==> src/rtl/pipelined_adder_pkg.sv <==
// Shared types and elaboration helpers for the pipelined adder.
// Provides default parameters, the per-stage control bundle that travels
// with each transaction, and the chunk-width / parameter-legality functions.
package pipelined_adder_pkg;

    localparam int unsigned DEF_WIDTH  = 32;
    localparam int unsigned DEF_STAGES = 4;

    // Control bits that ride alongside a transaction through every stage.
    typedef struct packed {
        logic valid;
        logic sub;
        logic signed_mode;
    } stage_ctrl_t;

    // Bits handled by one slice; guarded so an illegal STAGES=0 cannot divide by zero.
    function automatic int unsigned chunk_width(input int unsigned width,
                                                input int unsigned stages);
        return (stages == 0) ? width : width / stages;
    endfunction

    // WIDTH must split evenly into STAGES non-empty slices.
    function automatic bit params_ok(input int unsigned width,
                                     input int unsigned stages);
        return (stages != 0) && (width >= stages) && ((width % stages) == 0);
    endfunction

endpackage

==> src/rtl/pipelined_adder_if.sv <==
// Streaming bus of the pipelined adder: input handshake with operands and
// mode bits, output handshake with result and flags.
// master: producer/consumer side (drives operands and out_ready).
// slave : adder side (drives in_ready and the result channel).
interface pipelined_adder_if #(
    parameter int unsigned WIDTH = pipelined_adder_pkg::DEF_WIDTH
);
    logic             in_valid;
    logic             in_ready;
    logic [WIDTH-1:0] a;
    logic [WIDTH-1:0] b;
    logic             carry_in;
    logic             sub;
    logic             signed_mode;
    logic             out_valid;
    logic             out_ready;
    logic [WIDTH-1:0] sum;
    logic             carry_out;
    logic             overflow;

    modport master (
        output in_valid, a, b, carry_in, sub, signed_mode, out_ready,
        input  in_ready, out_valid, sum, carry_out, overflow
    );

    modport slave (
        input  in_valid, a, b, carry_in, sub, signed_mode, out_ready,
        output in_ready, out_valid, sum, carry_out, overflow
    );
endinterface

==> src/rtl/adder_slice.sv <==
// One CHUNK-bit combinational slice of the pipelined adder.
// Ports: a, b, cin in; sum, carry_out (out of MSB) and c_msb (carry into MSB) out.
module adder_slice #(
    parameter int unsigned CHUNK = 8
) (
    input  logic [CHUNK-1:0] a,
    input  logic [CHUNK-1:0] b,
    input  logic             cin,
    output logic [CHUNK-1:0] sum,
    output logic             carry_out,
    output logic             c_msb
);
    localparam int unsigned CW = CHUNK + 1;

    logic [CHUNK:0] full_c;

    always_comb begin
        full_c    = CW'(a) + CW'(b) + CW'(cin);
        sum       = full_c[CHUNK-1:0];
        carry_out = full_c[CHUNK];
        // MSB sum bit is a^b^carry_in_to_msb, so the carry into the MSB falls out by XOR.
        c_msb     = full_c[CHUNK-1] ^ a[CHUNK-1] ^ b[CHUNK-1];
    end
endmodule

==> src/rtl/pipelined_adder.sv <==
// WIDTH-bit add/subtract pipelined over STAGES slices with the carry
// registered between slices. Latency STAGES, throughput one per cycle,
// whole pipeline stalls together when the output is held.
// Ports: clk, rst_n (async active-low), bus (pipelined_adder_if.slave):
//   in_valid/in_ready, a, b, carry_in, sub, signed_mode,
//   out_valid/out_ready, sum, carry_out, overflow.
module pipelined_adder
    import pipelined_adder_pkg::*;
#(
    parameter int unsigned WIDTH  = DEF_WIDTH,
    parameter int unsigned STAGES = DEF_STAGES
) (
    input  logic             clk,
    input  logic             rst_n,
    pipelined_adder_if.slave bus
);
    localparam int unsigned CHUNK = chunk_width(WIDTH, STAGES);

    if (!params_ok(WIDTH, STAGES)) begin : g_bad_params
        $error("pipelined_adder: WIDTH=%0d is not a multiple of STAGES=%0d", WIDTH, STAGES);
    end

    // Stage k holds: control, skewed operands (chunks above k still pending),
    // deskewed result chunks 0..k, and the carry out of slice k.
    stage_ctrl_t      ctrl_q [STAGES];
    stage_ctrl_t      ctrl_d [STAGES];
    logic [WIDTH-1:0] opa_q  [STAGES];
    logic [WIDTH-1:0] opa_d  [STAGES];
    logic [WIDTH-1:0] opb_q  [STAGES];
    logic [WIDTH-1:0] opb_d  [STAGES];
    logic [WIDTH-1:0] res_q  [STAGES];
    logic [WIDTH-1:0] res_d  [STAGES];
    logic             cy_q   [STAGES];
    logic             cy_d   [STAGES];
    logic             ovf_q;
    logic             ovf_d;

    logic             adv_c;
    logic [WIDTH-1:0] b_eff_c;
    logic             cin_eff_c;

    logic [CHUNK-1:0] sl_a    [STAGES];
    logic [CHUNK-1:0] sl_b    [STAGES];
    logic [CHUNK-1:0] sl_sum  [STAGES];
    logic             sl_cin  [STAGES];
    logic             sl_co   [STAGES];
    logic             sl_cmsb [STAGES];

    // Advance enable, operand preprocessing and slice operand selection.
    always_comb begin
        adv_c     = ~ctrl_q[STAGES-1].valid | bus.out_ready;
        b_eff_c   = bus.sub ? ~bus.b : bus.b;
        cin_eff_c = bus.sub | bus.carry_in;
        sl_a[0]   = bus.a[CHUNK-1:0];
        sl_b[0]   = b_eff_c[CHUNK-1:0];
        sl_cin[0] = cin_eff_c;
        for (int unsigned k = 1; k < STAGES; k++) begin
            sl_a[k]   = opa_q[k-1][k*CHUNK +: CHUNK];
            sl_b[k]   = opb_q[k-1][k*CHUNK +: CHUNK];
            sl_cin[k] = cy_q[k-1];
        end
    end

    for (genvar k = 0; k < STAGES; k++) begin : g_slice
        adder_slice #(.CHUNK(CHUNK)) u_slice (
            .a         (sl_a[k]),
            .b         (sl_b[k]),
            .cin       (sl_cin[k]),
            .sum       (sl_sum[k]),
            .carry_out (sl_co[k]),
            .c_msb     (sl_cmsb[k])
        );
    end

    // Next state: hold everything on stall, otherwise shift one stage.
    always_comb begin
        ctrl_d = ctrl_q;
        opa_d  = opa_q;
        opb_d  = opb_q;
        res_d  = res_q;
        cy_d   = cy_q;
        ovf_d  = ovf_q;
        if (adv_c) begin
            ctrl_d[0] = '{valid: bus.in_valid, sub: bus.sub, signed_mode: bus.signed_mode};
            opa_d[0]  = bus.a;
            opb_d[0]  = b_eff_c;
            res_d[0]  = WIDTH'(sl_sum[0]);
            cy_d[0]   = sl_co[0];
            for (int unsigned k = 1; k < STAGES; k++) begin
                ctrl_d[k] = ctrl_q[k-1];
                opa_d[k]  = opa_q[k-1];
                opb_d[k]  = opb_q[k-1];
                res_d[k]  = res_q[k-1];
                res_d[k][k*CHUNK +: CHUNK] = sl_sum[k];
                cy_d[k]   = sl_co[k];
            end
            // ctrl_d of the top stage is the transaction the top slice is finishing now.
            if (ctrl_d[STAGES-1].signed_mode) begin
                ovf_d = sl_co[STAGES-1] ^ sl_cmsb[STAGES-1];
            end else begin
                ovf_d = ctrl_d[STAGES-1].sub ? ~sl_co[STAGES-1] : sl_co[STAGES-1];
            end
        end
    end

    always_ff @(posedge clk or negedge rst_n) begin
        if (!rst_n) begin
            for (int unsigned k = 0; k < STAGES; k++) begin
                ctrl_q[k] <= '0;
                opa_q[k]  <= '0;
                opb_q[k]  <= '0;
                res_q[k]  <= '0;
                cy_q[k]   <= 1'b0;
            end
            ovf_q <= 1'b0;
        end else begin
            ctrl_q <= ctrl_d;
            opa_q  <= opa_d;
            opb_q  <= opb_d;
            res_q  <= res_d;
            cy_q   <= cy_d;
            ovf_q  <= ovf_d;
        end
    end

    assign bus.in_ready  = adv_c;
    assign bus.out_valid = ctrl_q[STAGES-1].valid;
    assign bus.sum       = res_q[STAGES-1];
    assign bus.carry_out = cy_q[STAGES-1];
    assign bus.overflow  = ovf_q;
endmodule

==> src/flat_wrapper.sv <==
// flat-port wrapper written by rule: the top's interface ports become plain ports
module pipelined_adder_flat import pipelined_adder_pkg::*;
#(
    parameter int unsigned WIDTH  = DEF_WIDTH,
    parameter int unsigned STAGES = DEF_STAGES
)
  (clk, rst_n, bus_in_valid, bus_a, bus_b, bus_carry_in, bus_sub, bus_signed_mode, bus_out_ready, bus_in_ready, bus_out_valid, bus_sum, bus_carry_out, bus_overflow);
  pipelined_adder_if #(.WIDTH(WIDTH)) bus_i ();
  input  logic clk;
  input  logic rst_n;
  input wire logic [$bits(bus_i.in_valid)-1:0] bus_in_valid;
  input wire logic [$bits(bus_i.a)-1:0] bus_a;
  input wire logic [$bits(bus_i.b)-1:0] bus_b;
  input wire logic [$bits(bus_i.carry_in)-1:0] bus_carry_in;
  input wire logic [$bits(bus_i.sub)-1:0] bus_sub;
  input wire logic [$bits(bus_i.signed_mode)-1:0] bus_signed_mode;
  input wire logic [$bits(bus_i.out_ready)-1:0] bus_out_ready;
  output wire logic [$bits(bus_i.in_ready)-1:0] bus_in_ready;
  output wire logic [$bits(bus_i.out_valid)-1:0] bus_out_valid;
  output wire logic [$bits(bus_i.sum)-1:0] bus_sum;
  output wire logic [$bits(bus_i.carry_out)-1:0] bus_carry_out;
  output wire logic [$bits(bus_i.overflow)-1:0] bus_overflow;
  assign bus_i.in_valid = bus_in_valid;
  assign bus_i.a = bus_a;
  assign bus_i.b = bus_b;
  assign bus_i.carry_in = bus_carry_in;
  assign bus_i.sub = bus_sub;
  assign bus_i.signed_mode = bus_signed_mode;
  assign bus_i.out_ready = bus_out_ready;
  assign bus_in_ready = bus_i.in_ready;
  assign bus_out_valid = bus_i.out_valid;
  assign bus_sum = bus_i.sum;
  assign bus_carry_out = bus_i.carry_out;
  assign bus_overflow = bus_i.overflow;
  pipelined_adder #(.WIDTH(WIDTH), .STAGES(STAGES)) u_core (.clk(clk), .rst_n(rst_n), .bus(bus_i));
endmodule
==> config.mk <==
export PLATFORM = sky130hd
export DESIGN_NAME = pipelined_adder_flat
export DESIGN_NICKNAME = d
export VERILOG_FILES = /design/src/rtl/pipelined_adder_pkg.sv /design/src/rtl/pipelined_adder_if.sv /design/src/rtl/adder_slice.sv /design/src/rtl/pipelined_adder.sv /design/src/flat_wrapper.sv
export SDC_FILE = /design/constraint.sdc
export NUM_CORES = 1
export LEC_CHECK = 0
export CAP_MARGIN = 20
export CORE_ASPECT_RATIO = 1.75
export CORE_MARGIN = 4
export CORE_UTILIZATION = 57
export DETAILED_ROUTE_END_ITERATION = 10
export DONT_BUFFER_PORTS = 1
export GPL_TIMING_DRIVEN = 1
export HOLD_SLACK_MARGIN = 0.03
export PLACE_DENSITY_LB_ADDON = 0.08
export SLEW_MARGIN = 20
export SYNTH_ARGS = -nofsm -noshare
export SYNTH_HDL_FRONTEND = slang
export SYNTH_SLANG_ARGS = --single-unit
==> constraint.sdc <==
create_clock -name clk -period 2.1 [get_ports clk]
set_input_delay 0.21 -clock clk [delete_from_list [all_inputs] [get_ports clk]]
set_output_delay 0.21 -clock clk [all_outputs]
set_load 0.05 [all_outputs]
== After elaboration in Yosys (flattened, before gate mapping) ==
Cells that the tools add are included.
Widths: inputs -> output; s select.
Word-level totals
  register bits after elaboration: 287
  input port bits: 71
  output and inout port bits: 36
  logic and storage cells: 44
Operators by class
  add/subtract/negate cells: 8
  muxes and demuxes: 3
  bitwise gates (word level): 8
Operators with widths (count)
  $add 8x8->9: 4
  $add 9x1->9: 4
  $mux 32: 1
  $not 32->32: 1
  $xor 1x1->1: 3
  $mux 1: 2
  $not 1->1: 2
  $or 1x1->1: 2

== Longest topological paths before layout ==
  word-level depth: 6
  mapped depth: 11

== By module ==
Synthesis repeated with hierarchy kept, for this count alone.
Second synthesis, totals
  cell total of the unflattened synthesis: 676
  area, all modules: 9482.8 um^2
Modules (own cells, without submodules)
  pipelined_adder: times used 1, cells an instance 502, area an instance 7978.9 um^2, seq. area each 4779.6 um^2
  adder_slice (u_core.g_slice[1].u_slice ...): times used 3, cells an instance 44, area an instance 376.6 um^2, seq. area each 0.0 um^2
  adder_slice (u_core.g_slice[0].u_slice): times used 1, cells an instance 42, area an instance 374.1 um^2, seq. area each 0.0 um^2

== Worst setup path after synthesis ==
Ideal clock, no wire load.
  kind: input -> register
  start: in bus_sub
  end: reg u_core.res_q[102] (netlist bit)
  arrival time: 2.439 ns
  data required time: 1.965 ns
  slack: -0.473 ns
  cell stages on the path: 11
  path buffers: 2
  path through: clkbuf_1 > buf_2 > xnor2_1 > fa_1 > fa_1 > nor2b_1 > o21ai_0 > a21boi_0 > o21a_1 > o21a_1 > o31ai_1
Between the ends
  word-level cells in the longest chain between the ends: 3
  elaborated cells on any way between the ends: 4
  those cells by class: 2 x add/sub; 1 x mux; 1 x bitwise
RTL lines
  from (decl): line flat_wrapper.sv:15  | input wire logic [$bits(bus_i.sub)-1:0] bus_sub;
  $mux 32: line pipelined_adder.sv:52  | b_eff_c = bus.sub ? ~bus.b : bus.b;
  $add 8x8->9: line adder_slice.sv:18  | full_c = CW'(a) + CW'(b) + CW'(cin);
  $add 9x1->9 *: line adder_slice.sv:18
  to (signal assigned): line pipelined_adder.sv:120  | res_q <= res_d;
  to (decl): line pipelined_adder.sv:31  | logic [WIDTH-1:0] res_q [STAGES];
Every way passes the cells marked *; elsewhere a longest branch is shown, timed or not.
A chain may end at the register's enable or synchronous reset.

== Final worst setup path ==
  start: reg u_core.cy_q[3] (netlist bit)
  end: reg u_core.cy_q[2] (netlist bit)
Between the ends
  word-level cells in the longest chain between the ends: 1
RTL lines
  from (decl): line pipelined_adder.sv:33  | logic cy_q [STAGES];
  from (signal assigned): line pipelined_adder.sv:121  | cy_q <= cy_d;
  $add 9x1->9: line adder_slice.sv:18
Every way passes these cells.

==> out/results.ini <==
[clocking]
cts_tree=done
htree_levels=4
cts_sinks=191
postCtsHoldBufs=48
insertion_delay_ns=0.43
clock_path_buffers=2
cts_root_buf=clkbuf_16
cts_buffers=17
clk_pin_slew_ns=0.08

[floorplanning]
die_h_um=173
row_count=60
core_area_um2=15300
ioPinCount=107
die-area_um2=17700
die_w_um=102
start_util=0.578

[route]
ant_nets=0
dr.max_layer_used=met4
drtPass1Iterations=5
drc=0
vias=6229
route.met2.wl_um=8780
wirelength_um=17100
wl_met3_um=717
drtIter0Drc=293
routedWlPerCell_um=14.3
vias_per_cell=5.23
wl_met1_um=7250

[global_routing]
grt_pass1_wl_um=28800
antenna_found_initial=0
grt_overflow=0
grt_pass1_vias=6258
grt_max_degree=192
track_usage=0.203

[cells_and_area]
regArea_um2=4780
multiInputGateArea_um2=3630
area_growth_pct=13.4
fillers=1295
final_cells=1190
antenna-diode-count=0
nNetsFinal=1098
drive_gt1_frac=0.0867

[placement]
io_buffers=0
dp_hpwl_um=11300
globalplace.congestion=0.917
dp_cells=1103

[timing]
slew_viol_final=0
layout_setup_ws_ns=-0.0903
hold_viol=191
slew_headroom=0.642
rsz0062_at_grt=yes
tightestPinTransition_ns=0.538
fin_crit_sh=1.04
setup_viol=3
fin_hold_ws_ns=-0.536
finClkSkew_ns=0.0174
clock.fmax_ghz=0.457
period_needed_ns=2.19

[power_and_ir_drop]
irDropWorstVdd_v=0.00177
p_per_area_nw_per_um2=1610
leakage_nw=4.96

[synth]
syn_nets=1083
netlist_top_cells_area=dfrtp_1, nand2_1, ha_1
synth_largest_area_cell=dfrtp_1
async_flop_share=1.00
ys.flop_type=dfrtp_1
syn_inst=976
synth_common_cells=nand2_1, dfrtp_1, clkbuf_1, nor2_1, o21ai_0
synth.most_common_cell=nand2_1
yosysWarnings=0
synth_top_area_frac=0.540
synth-seq-area-share=0.540
avgSynthCellArea_um2=9.07
synth-seq-cells=191
syn_area_um2=8860
synth_edf_count=0
ys_types=43

[setup_path]
crit_arrival_ns=2.50
path_class=register to register
cp.required_ns=2.41
crit_path_end_kind=register
crit_path_start_kind=register
crit_path_max_fanout=2

[run]
maxCapViolCount=0

[outcome]
outcome=finished, violations left
violations=hold timing, setup timing

[worst_hold_path]
min_path_type=input port to async pin

## critical path, cell delays in order, from the launching register on
cell      delay, ns
dfrtp_1        0.41
fa_2           0.40
inv_2          0.06
fa_2           0.18
nor2b_1        0.05
o21ai_1        0.19
a21boi_1       0.11
o21a_1         0.19
o21a_1         0.19
o41a_1         0.31
## final timing paths
kind | from | end | slack, ns | cells after the start
setup / recovery | u_core.cy_q[3]$_DFFE_PN0P_ | u_core.cy_q[2]$_DFFE_PN0P_ | -0.09 | 9
hold reg to reg | u_core.res_q[44]$_DFFE_PN0P_ | u_core.res_q[44]$_DFFE_PN0P_ | 0.47 | 2
hold / removal | rst_n | u_core.bus.sum[11]$_DFFE_PN0P_ | -0.54 | 0
min in group clk | bus_b[8] | u_core.opb_q[104]$_DFFE_PN0P_ | 0.06 | 2
setup reg to reg | u_core.cy_q[3]$_DFFE_PN0P_ | u_core.cy_q[2]$_DFFE_PN0P_ | -0.09 | 9
max in group asynchronous | rst_n | u_core.opa_q[93]$_DFFE_PN0P_ | 2.38 | 0
## cell usage in the layout, fill, tap and decap left out, types with 8 or more instances in the layout
| master | count |
|---|---|
| fa_2 | 8 |
| nor2_1 | 36 |
| o31ai_1 | 8 |
| ha_1 | 28 |
| a21oi_1 | 25 |
| xnor2_1 | 28 |
| inv_1 | 18 |
| nand2_1 | 420 |
| dfrtp_1 | 191 |
| buf_4 | 25 |
| o21a_1 | 8 |
| clkbuf_16 | 17 |
| xor2_1 | 17 |
| o21ai_0 | 34 |
| dlygate4sd3_1 | 47 |
| nor3_1 | 8 |
## final cells by class
cell class	count	area share
Sequential cell	191	0.476
Multi-Input combinational cell	685	0.362
Timing Repair Buffer	75	0.0715
Clock buffer	18	0.0437
Tap cell	186	0.0232
Clock inverter	14	0.0147
Inverter	21	0.00860
## power by group
| part | total, mW | switching (mW) | internal (mW) |
|---|---|---|---|
| logic | 5.58 | 3.11 | 2.47 |
| clock network | 3.13 | 1.51 | 1.62 |
| registers | 7.47 | 2.16 | 5.30 |
| total | 16.2 | 6.79 | 9.39 |
## registers in the layout (all words and copies together), names as in the netlist
register,flops
u_core.cy_q,3
u_core.res_q,48
u_core.bus.carry_out,1
u_core.bus.out_valid,1
u_core.bus.overflow,1
u_core.opb_q,48
u_core.bus.sum,32
u_core.opa_q,48
u_core.ctrl_q,9
## logic make-up after synthesis
kind of cell / synth area share
buffers and inverters: 0.0565
AND/OR/NAND/NOR: 0.219
XOR/XNOR: 0.0455
AO/OA/AOI/OAI: 0.0802
multiplexers: 0.00127
flip-flops: 0.540
adder cells (fa/ha/maj): 0.0576
## per-layer routing
layer,track usage,vias up
li1,-,3112
met1,0.259,2972
met2,0.340,122
met3,0.0400,23
met4,0.0701,0
met5,0,-
## through the flow
step	total power, mW	util	area (µm²)	worst slack, ns	TNS, ns
floorplan	11.8	-	8890	-0.0780	-0.145
global placement	12.6	0.580	8880	-0.0616	-0.145
detailed placement	12.8	0.580	8880	-0.182	-0.389
CTS	16.2	0.654	10000	-0.0710	-0.153
global route	17.5	0.655	10000	-0.194	-0.575
finish	16.2	0.655	10000	-0.0903	-0.181
## timing repair
action | CTS | global route
pin swaps | 6 | 6
endpoints found under the hold margin | 239 | 191
buffers inserted | 6 | 1
resized for setup | 7 | 5
endpoints found under the setup margin | 5 | 8
(Power assumes the default switching activity.)
